[src/rtl/carrier_pkg.sv]
// carrier_pkg: shared timing helpers and types for the 4-phase carrier link
package carrier_pkg;
  localparam int SYMBOL_W = 2;
  typedef enum logic [1:0] {ST_IDLE, ST_ACQUIRE, ST_LOCKED} carrier_state_t;
  function automatic int interval_of(real clk_hz, real tgt_hz);
    return $rtoi(clk_hz / tgt_hz / 2.0);
  endfunction
  function automatic int slot_target(int k, int interval);
    return k == 0 ? 0 : k == 1 ? interval / 2 : k == 2 ? interval / 4 : 3 * interval / 4;
  endfunction
  function automatic int edge_delay(int sync_stages, int extra_delay, int interval);
    return (sync_stages + 1 + extra_delay) % interval;
  endfunction
endpackage

[src/rtl/carrier_edge_detector.sv]
// carrier_edge_detector: synchronises the RX line and pulses on either transition
module carrier_edge_detector #(
  parameter int SYNC_STAGES = 2
) (
  input  logic RST,
  input  logic CLK,
  input  logic i_rx,
  output logic o_edge
);
  logic [SYNC_STAGES-1:0] r_sync;
  logic r_prev;
  // shift RX through the synchroniser and keep a one-cycle-old copy of its output
  always_ff @(posedge CLK or posedge RST)
    if (RST) begin
      r_sync <= '0;
      r_prev <= 1'b0;
    end else begin
      r_sync <= {r_sync[SYNC_STAGES-2:0], i_rx};
      r_prev <= r_sync[SYNC_STAGES-1];
    end
  assign o_edge = r_sync[SYNC_STAGES-1] ^ r_prev;
endmodule

[src/rtl/carrier_receiver.sv]
// carrier_receiver: demodulates the 4-phase carrier into confirmed 2-bit symbols
module carrier_receiver
  import carrier_pkg::*;
#(
  parameter real CLOCK_FREQUENCY  = 100000000.0,
  parameter real TARGET_FREQUENCY = 10000000.0,
  parameter int  SYNC_STAGES      = 2,
  parameter int  EXTRA_DELAY      = 0,
  parameter int  CONFIRM          = 3,
  parameter int  TIMEOUT_PERIODS  = 4
) (
  input  logic                RST,
  input  logic                CLK,
  input  logic                RX,
  output logic [SYMBOL_W-1:0] VALUE,
  output logic                VALID,
  output logic                CARRIER
);
  localparam int INTERVAL   = interval_of(CLOCK_FREQUENCY, TARGET_FREQUENCY);
  localparam int EDGE_DELAY = edge_delay(SYNC_STAGES, EXTRA_DELAY, INTERVAL);
  localparam int CW         = INTERVAL > 1 ? $clog2(INTERVAL) : 1;
  localparam int SW         = CW + 1;
  localparam int GAP_MAX    = TIMEOUT_PERIODS * INTERVAL;
  localparam int GW         = $clog2(GAP_MAX + 1);
  localparam int AW         = $clog2(CONFIRM + 1);

  logic                w_edge;
  logic [CW-1:0]       r_cnt;
  logic [SW-1:0]       w_sum;
  logic [SW-1:0]       w_c;
  logic [SYMBOL_W-1:0] w_est;
  logic [SYMBOL_W-1:0] r_est;
  logic                r_est_valid;
  logic [SYMBOL_W-1:0] r_last_est;
  logic [SYMBOL_W-1:0] w_last_n;
  logic [AW-1:0]       r_agree;
  logic [AW-1:0]       w_agree_n;
  logic [GW-1:0]       r_gap;
  logic                w_timeout;
  logic                w_match;
  logic                w_commit;
  logic [SYMBOL_W-1:0] r_value;
  logic                r_valid;
  carrier_state_t      r_state;
  carrier_state_t      w_state_n;

  carrier_edge_detector #(.SYNC_STAGES(SYNC_STAGES)) u_edge (
    .RST   (RST),
    .CLK   (CLK),
    .i_rx  (RX),
    .o_edge(w_edge)
  );

  function automatic logic [SYMBOL_W-1:0] quantise(int c);
    int best;
    int d;
    logic [SYMBOL_W-1:0] k_best;
    best   = INTERVAL;
    k_best = '0;
    for (int k = 0; k < 4; k++) begin
      d = c > slot_target(k, INTERVAL) ? c - slot_target(k, INTERVAL) : slot_target(k, INTERVAL) - c;
      d = d < INTERVAL - d ? d : INTERVAL - d;
      if (d < best) begin
        best   = d;
        k_best = SYMBOL_W'(k);
      end
    end
    return k_best;
  endfunction

  assign w_sum     = {1'b0, r_cnt} + SW'(EDGE_DELAY);
  assign w_c       = w_sum >= SW'(INTERVAL) ? w_sum - SW'(INTERVAL) : w_sum;
  assign w_est     = quantise(int'(w_c));
  assign w_timeout = !w_edge && r_gap == GW'(GAP_MAX - 1);

  // phase reference, edge-gap timer and the registered per-edge slot estimate
  always_ff @(posedge CLK or posedge RST)
    if (RST) begin
      r_cnt       <= CW'(INTERVAL - 1);
      r_gap       <= '0;
      r_est       <= '0;
      r_est_valid <= 1'b0;
    end else begin
      r_cnt       <= r_cnt == '0 ? CW'(INTERVAL - 1) : r_cnt - 1'b1;
      r_gap       <= w_edge ? '0 : r_gap == GW'(GAP_MAX) ? r_gap : r_gap + 1'b1;
      r_est       <= w_edge ? w_est : r_est;
      r_est_valid <= w_edge;
    end

  // agreement counting, commit decision and lock state transitions
  always_comb begin
    w_match   = r_agree != '0 && r_est == r_last_est;
    w_agree_n = r_agree;
    w_last_n  = r_last_est;
    w_commit  = 1'b0;
    w_state_n = r_state;
    if (r_est_valid) begin
      w_agree_n = !w_match ? AW'(1) : r_agree == AW'(CONFIRM) ? r_agree : r_agree + 1'b1;
      w_last_n  = w_match ? r_last_est : r_est;
      w_commit  = w_agree_n == AW'(CONFIRM) && !(w_match && r_agree == AW'(CONFIRM));
    end
    if (w_timeout) begin
      w_state_n = ST_IDLE;
      w_agree_n = '0;
    end else if (w_commit) w_state_n = ST_LOCKED;
    else if (r_state == ST_IDLE && w_edge) w_state_n = ST_ACQUIRE;
  end

  // lock state, agreement history and committed symbol registers
  always_ff @(posedge CLK or posedge RST)
    if (RST) begin
      r_state    <= ST_IDLE;
      r_agree    <= '0;
      r_last_est <= '0;
      r_value    <= '0;
      r_valid    <= 1'b0;
    end else begin
      r_state    <= w_state_n;
      r_agree    <= w_agree_n;
      r_last_est <= w_last_n;
      r_value    <= w_commit ? r_est : r_value;
      r_valid    <= w_commit;
    end

  assign VALUE   = r_value;
  assign VALID   = r_valid;
  assign CARRIER = r_state == ST_LOCKED;
endmodule

[config.mk]
export PLATFORM = sky130hd
export DESIGN_NAME = carrier_receiver
export DESIGN_NICKNAME = d
export VERILOG_FILES = /design/src/rtl/carrier_pkg.sv /design/src/rtl/carrier_edge_detector.sv /design/src/rtl/carrier_receiver.sv
export SDC_FILE = /design/constraint.sdc
export NUM_CORES = 1
export LEC_CHECK = 0
export ABC_AREA = 1
export ABC_CLOCK_PERIOD_IN_PS = 13200
export BUFFER_PORTS_ARGS = -buffer_cell sky130_fd_sc_hd__buf_2
export CORE_ASPECT_RATIO = 1.4
export CORE_MARGIN = 2
export CORE_UTILIZATION = 52
export CTS_CLUSTER_SIZE = 12
export DETAILED_ROUTE_END_ITERATION = 8
export PLACE_DENSITY_LB_ADDON = 0.1
export SLEW_MARGIN = 10
export SYNTH_ARGS = -nofsm -noshare
export SYNTH_HDL_FRONTEND = slang
export SYNTH_SLANG_ARGS = --single-unit
[constraint.sdc]
create_clock -name CLK -period 13.2 [get_ports CLK]
set_input_delay 2.64 -clock CLK [delete_from_list [all_inputs] [get_ports CLK]]
set_output_delay 2.64 -clock CLK [all_outputs]
set_load 0.01 [all_outputs]
==> impl_metrics.py, run 1 <==
metrics = {
    "placed_design": {
        "placed_area_sq_um": 4590,
        "hpwl_mm": 8.84,
        "port_buffers": 6,
        "gp_congestion": 0.926,
    },
    "grt": {
        "grt-ovfl-total": 0,
        "grt_max_degree": 25,
        "grt_pass1_vias": 4083,
        "gr-usage-all-layers": 0.236,
        "antenna_found_initial": 0,
        "grt_pass1_wl_mm": 17.8,
    },
    "worst_hold_path": {
        "hold_path.class": "flip-flop to flip-flop",
    },
    "job": {
        "max-cap-violations": 0,
    },
    "sta": {
        "setup-tns-final_ns": 0,
        "fmax_ghz": 0.0868,
        "fin_crit_sh": 0.873,
        "period_minus_slack_ns": 11.53,
        "max_slew.worst_pin.slew_ns": 0.926,
        "skew_ns": 0.00641,
        "maxSlewHeadroom": 0.378,
        "rsz0062_at_grt": "no",
        "slew_viol_final": 0,
        "setup_violations": 0,
        "whs_ns": 0.357,
        "final-hold-violation-count": 0,
    },
    "worst_setup_path": {
        "crit_fanout": 24,
        "path_class": "flip-flop to flip-flop",
        "cp_num_buf_inv": 6,
        "slowest_stage": "dfrtp_1",
        "cp-start-kind": "flip-flop",
        "cp_slowest_stage_delay_ns": 0.60,
        "critical-path-top-delay-family": "simple AND/OR/NAND/NOR gates",
        "critPathCaptureType": "flip-flop",
        "arrival_ns": 11.67,
        "critPathRequiredTime_ns": 13.34,
        "crit_top_cell": "nand2_1",
    },
    "clock_tree": {
        "cts_tree": "done",
        "cts_hold_buf": 0,
        "htree_levels": 1,
        "cts_resized": 0,
        "clk_latency_ns": 0.26,
        "postCtsSetupRepairBufs": 0,
        "cts_sinks": 23,
        "clock_path_buffers": 2,
        "clkTransAtPathRegs_ns": 0.06,
        "numCtsBuffers": 3,
        "root_buffer": "clkbuf_16",
    },
    "floorplanning": {
        "rows": 40,
        "die_h_um": 114,
        "core_sq_um": 8510,
        "start_util": 0.527,
        "die_area_sq_um": 9400,
        "io_pins": 7,
        "die-width_um": 82.5,
    },
    "cells_and_area": {
        "finish.utilization": 0.549,
        "area_delta_synth_final_pct": 4.13,
        "drive_above_1_share": 0.0732,
        "stdcell_area_sq_um": 4670,
        "finish.net_count": 791,
        "diodes": 0,
    },
    "outcome": {
        "status": "completed",
    },
    "power_and_ir_drop": {
        "vdd_drop_max_uv": 85.5,
        "leakage_nw": 2.72,
        "power.density_nw_per_um2": 41.0,
    },
    "routing": {
        "num_vias": 4334,
        "wirelength_mm": 10.6,
        "vias_per_cell": 5.50,
        "drtAntennaViolNets": 0,
        "drtPass1Iterations": 5,
        "remaining_drc_errors": 0,
        "first_iter_violations": 191,
        "wl_per_cell_um": 13.5,
    },
    "logic_synthesis": {
        "synth_cells": 681,
        "synth_area_leaders": "ha_1, nand2_1, dfrtp_1, inv_1, o21ai_0",
        "yosys_warnings": 0,
        "ys_ff_latch": 23,
        "yosysSeqAreaShare": 0.129,
        "synth_flop_cell": "dfrtp_1",
        "synth_fp_nets": 788,
        "yosysTopAreaCellShare": 0.290,
        "netlist_area_sq_um": 4490,
        "synth_edf_count": 0,
        "async_reset_ff_frac": 1.00,
        "yosysUniqueCellTypes": 43,
        "avgSynthCellArea_sq_um": 6.59,
        "synth_top_area_cell": "ha_1",
    },
}
==> cells by family after synthesis <==
group,after synthesis,synth area share
buffers and inverters,105,0.0948
AO/OA/AOI/OAI,122,0.149
XOR/XNOR,12,0.0234
adder cells (fa/ha/maj),104,0.290
flip-flops,23,0.129
AND/OR/NAND/NOR,315,0.314
==> per-layer routing <==
| metal | GRT usage | vias up | part of all wire | routed length [um] |
|---|---|---|---|---|
| li1 | - | 2256 | - | - |
| met4 | 0.0492 | 0 | 0.016 | 166 |
| met5 | 0 | - | 0 | 0 |
| met3 | 0.00949 | 16 | 0.022 | 235 |
| met2 | 0.448 | 65 | 0.52 | 5560 |
| met1 | 0.286 | 1997 | 0.44 | 4680 |
==> registers in the layout, indices dropped and copies added, names as in the netlist <==
signal and cells:
VALID 1, r_est_valid 1, r_state 2, VALUE 2
r_gap 5, u_edge.r_prev 1, r_last_est 2, r_agree 2
r_cnt 3, r_est 2, u_edge.r_sync 2
==> power breakdown <==
group	internal (mW)	switching, mW	total [mW]
Clock	0.0408	0.0252	0.0659
Sequential	0.0837	0.00901	0.0927
Combinational	0.0133	0.0198	0.0331
Total	0.138	0.0540	0.192
==> Yosys cell counts, types with 2 or more instances <==
cell type,count
nand4_1,13
nand2_4,4
nand2_1,171
nor2_4,2
nor3_1,3
clkbuf_1,5
nand3_1,41
ha_1,104
nand3_2,3
buf_6,2
o21ai_0,64
a211oi_1,2
dfrtp_1,22
inv_2,4
nor4_1,4
xnor2_1,5
o21ai_1,3
a21oi_1,35
nor2_1,50
inv_1,91
o211ai_1,2
nor2_2,4
xor2_1,7
nand2_2,17
a31oi_1,5
==> through the flow <==
step           setup WS, ns  instances  power (mW)
2_1_floorplan          3.60        681       0.117
3_3_place_gp           2.25        784       0.125
3_5_place_dp           1.87        784       0.127
4_1_cts                1.83        788       0.192
5_1_grt               0.232        788       0.203
6_report               1.67        788       0.192
==> cell type report <==
type	count	area, sq um
fill	863	3830
timing repair buffer	6	30.0
inverter	97	369
tap	105	131
clock buffer	3	75.1
sequential	23	577
multi-input combinational	553	3490
clock inverter	1	5.00
==> path summary, 6_finish.rpt <==
path	startpoint	to	slack, ns	depth (start not counted)
setup reg to reg	r_cnt[0]$_DFF_PP0_	r_est[1]$_DFFE_PP0N_	1.67	68
min in group asynchronous	RST	r_state[1]$_DFFE_PP0P_	2.54	2
hold reg to reg	u_edge.r_sync[0]$_DFF_PP0_	u_edge.r_sync[1]$_DFF_PP0_	0.36	0
max in group asynchronous	RST	VALUE[0]$_DFFE_PP0P_	10.13	2
setup / recovery	r_cnt[0]$_DFF_PP0_	r_est[1]$_DFFE_PP0N_	1.67	68
hold / removal	u_edge.r_sync[0]$_DFF_PP0_	u_edge.r_sync[1]$_DFF_PP0_	0.36	0
==> cell usage in the layout (no fill, tap or decap), types with 2 or more instances in the layout <==
cell type	synthesis	routed
xor2_1	7	7
nand2_1	171	171
xnor2_1	5	5
a21oi_1	35	35
ha_1	104	104
buf_2	0	6
a31oi_1	5	5
nand3_2	3	3
inv_1	91	91
o21ai_0	64	64
dfrtp_1	22	22
inv_2	4	4
nor3_1	3	3
nand2_2	17	17
nand4_1	13	13
nand3_1	41	41
nor4_1	4	4
clkbuf_16	0	3
nand2_4	4	4
nor2_2	4	4
nor2_1	50	50
a211oi_1	2	2
o21ai_1	3	3
o211ai_1	2	2
nor2_4	2	2
No activity file was read; power rests on OpenSTA's default activity.
==> run 2: changes to the inputs <==
Settings changed: ABC_CLOCK_PERIOD_IN_PS 13200 to 11500.
Clock period 13.2 ns to 11.5 ns, I/O delays scaled along.
==> impl_metrics.py, run 2 (synthesized netlist as in run 1, its figures left out) <==
metrics = {
    "outcome": {
        "status": "completed",
    },
    "worst_setup_path": {
        "crit_fanout": 11,
        "cp_slowest_stage_delay_ns": 0.44,
        "cp_num_buf_inv": 8,
        "arrival_ns": 10.55,
        "critPathRequiredTime_ns": 11.64,
        "cp-start-kind": "flip-flop",
        "critPathCaptureType": "flip-flop",
        "path_class": "flip-flop to flip-flop",
        "critical-path-top-delay-family": "simple AND/OR/NAND/NOR gates",
        "slowest_stage": "dfrtp_2",
    },
    "routing": {
        "vias_per_cell": 5.44,
        "wl_met1_mm": 4.73,
        "num_vias": 4324,
        "drtPass1Iterations": 5,
        "routed.top_layer": "met4",
        "first_iter_violations": 269,
        "wl_per_cell_um": 13.4,
        "drtAntennaViolNets": 0,
        "wl_met3_um": 184,
        "wirelength_mm": 10.7,
        "remaining_drc_errors": 0,
        "wl_met2_mm": 5.54,
    },
    "sta": {
        "max_slew.worst_pin.slew_ns": 0.921,
        "setup_violations": 0,
        "slew_viol_final": 0,
        "fmax_ghz": 0.0961,
        "period_minus_slack_ns": 10.41,
        "skew_ns": 0.00401,
        "final-hold-violation-count": 0,
        "maxSlewHeadroom": 0.382,
        "fin_ws_ns": 1.09,
        "fin_crit_sh": 0.905,
    },
    "clock_tree": {
        "cts_sinks": 23,
        "root_buffer": "clkbuf_16",
        "numCtsBuffers": 3,
        "clkTransAtPathRegs_ns": 0.06,
        "clock_path_buffers": 2,
        "cts_tree": "done",
        "htree_levels": 1,
        "cts_hold_buf": 0,
        "clk_latency_ns": 0.26,
    },
    "placed_design": {
        "gp_congestion": 0.920,
        "port_buffers": 6,
        "dp_slack_ns": 0.402,
        "hpwl_mm": 8.82,
        "dp_cells": 786,
    },
    "grt": {
        "grt-ovfl-total": 0,
        "antenna_found_initial": 0,
        "gr-usage-all-layers": 0.241,
        "grt_pass1_vias": 4292,
        "grt_max_degree": 24,
        "grt_pass1_wl_mm": 18.5,
    },
    "power_and_ir_drop": {
        "power.density_nw_per_um2": 46.2,
        "p_sw_frac": 0.280,
        "combPwrFrac": 0.170,
        "pwr-share-clk": 0.347,
        "p_total_mw": 0.220,
        "vdd_drop_max_uv": 112,
        "seq_power_share": 0.482,
        "leakage_nw": 2.75,
        "p_int_mw": 0.158,
        "p_sw_mw": 0.0616,
    },
    "floorplanning": {
        "die_h_um": 114,
        "start_util": 0.527,
        "die-width_um": 82.5,
        "die_area_sq_um": 9400,
        "rows": 40,
        "core_sq_um": 8510,
        "io_pins": 7,
    },
    "cells_and_area": {
        "reg_top3": "r_gap (5), r_cnt (3)",
        "final-instance-count-excl-fill": 795,
        "fill_cells": 866,
        "finish.net_count": 798,
        "layout_commonest_cell": "nand2_1",
        "area_delta_synth_final_pct": 6.16,
        "final_cell_mix": "nand2_1, ha_1, inv_1",
        "diodes": 0,
        "largest_reg_flops": 5,
        "regArea_sq_um": 579,
        "top_register": "r_gap",
        "drive_above_1_share": 0.0986,
        "multiInputGateArea_sq_um": 3520,
    },
    "worst_hold_path": {
        "hold_path.class": "flip-flop to flip-flop",
    },
    "job": {
        "max-cap-violations": 0,
    },
}
run 2: changes by cell type in the layout (fill, tap and decap cells not counted), sizes merged:
cell      delta
buf          +7
inv          -1
clkinv       -1
clkinvlp     +2
run 2: repair_timing:
item / 4_1_cts / 5_1_grt
gates resized for setup: 0 / 14
setup endpoints to repair: 0 / 2
buffers inserted: 0 / 5
run 2: area by class of cell:
class                      count  share of cell area
multi-input combinational    553               0.738
clock buffer                   3              0.0158
timing repair buffer          13              0.0173
tap                          105              0.0276
inverter                      97              0.0783
clock inverter                 1             0.00158
sequential                    23               0.122
run 2: metal layers:
metal | global-route usage | vias to the layer above
met5 | 0 | -
met4 | 0.0579 | 0
met3 | 0.00475 | 21
met2 | 0.461 | 47
met1 | 0.288 | 1980
li1 | - | 2276
run 2: through the flow:
stage / hold slack [ns] / instance area [sq um] / util / setup TNS [ns]
4_1_cts: 0.362 / 4690 / 0.551 / 0
5_1_grt: 0.367 / 4760 / 0.560 / -0.0455
3_5_place_dp: 0.352 / 4610 / 0.542 / 0
3_3_place_gp: 0.348 / 4610 / 0.542 / 0
2_1_floorplan: 0.331 / 4490 / - / 0
6_report: 0.356 / 4760 / 0.560 / 0
run 2: power by group through the flow:
| stage | Sequential, mW | Combinational, mW | Clock, mW |
|---|---|---|---|
| 6_report | 0.106 | 0.0374 | 0.0764 |
| 5_1_grt | 0.108 | 0.0455 | 0.0809 |
| 4_1_cts | 0.106 | 0.0384 | 0.0774 |
| 3_5_place_dp | 0.108 | 0.0381 | 0 |
| 3_3_place_gp | 0.107 | 0.0366 | 0 |
| 2_1_floorplan | 0.107 | 0.0273 | 0 |
run 2: final timing paths:
kind,startpoint,end,slack (ns),depth (start not counted)
worst min-delay path,u_edge.r_sync[0]$_DFF_PP0_,u_edge.r_sync[1]$_DFF_PP0_,0.36,0
worst max register to register,r_cnt[0]$_DFF_PP0_,r_est[1]$_DFFE_PP0N_,1.09,67
max in group asynchronous,RST,r_cnt[1]$_DFF_PP0_,8.73,2
min in group asynchronous,RST,r_state[0]$_DFFE_PP0P_,2.20,2
worst min register to register,u_edge.r_sync[0]$_DFF_PP0_,u_edge.r_sync[1]$_DFF_PP0_,0.36,0
worst max-delay path,r_cnt[0]$_DFF_PP0_,r_est[1]$_DFFE_PP0N_,1.09,67
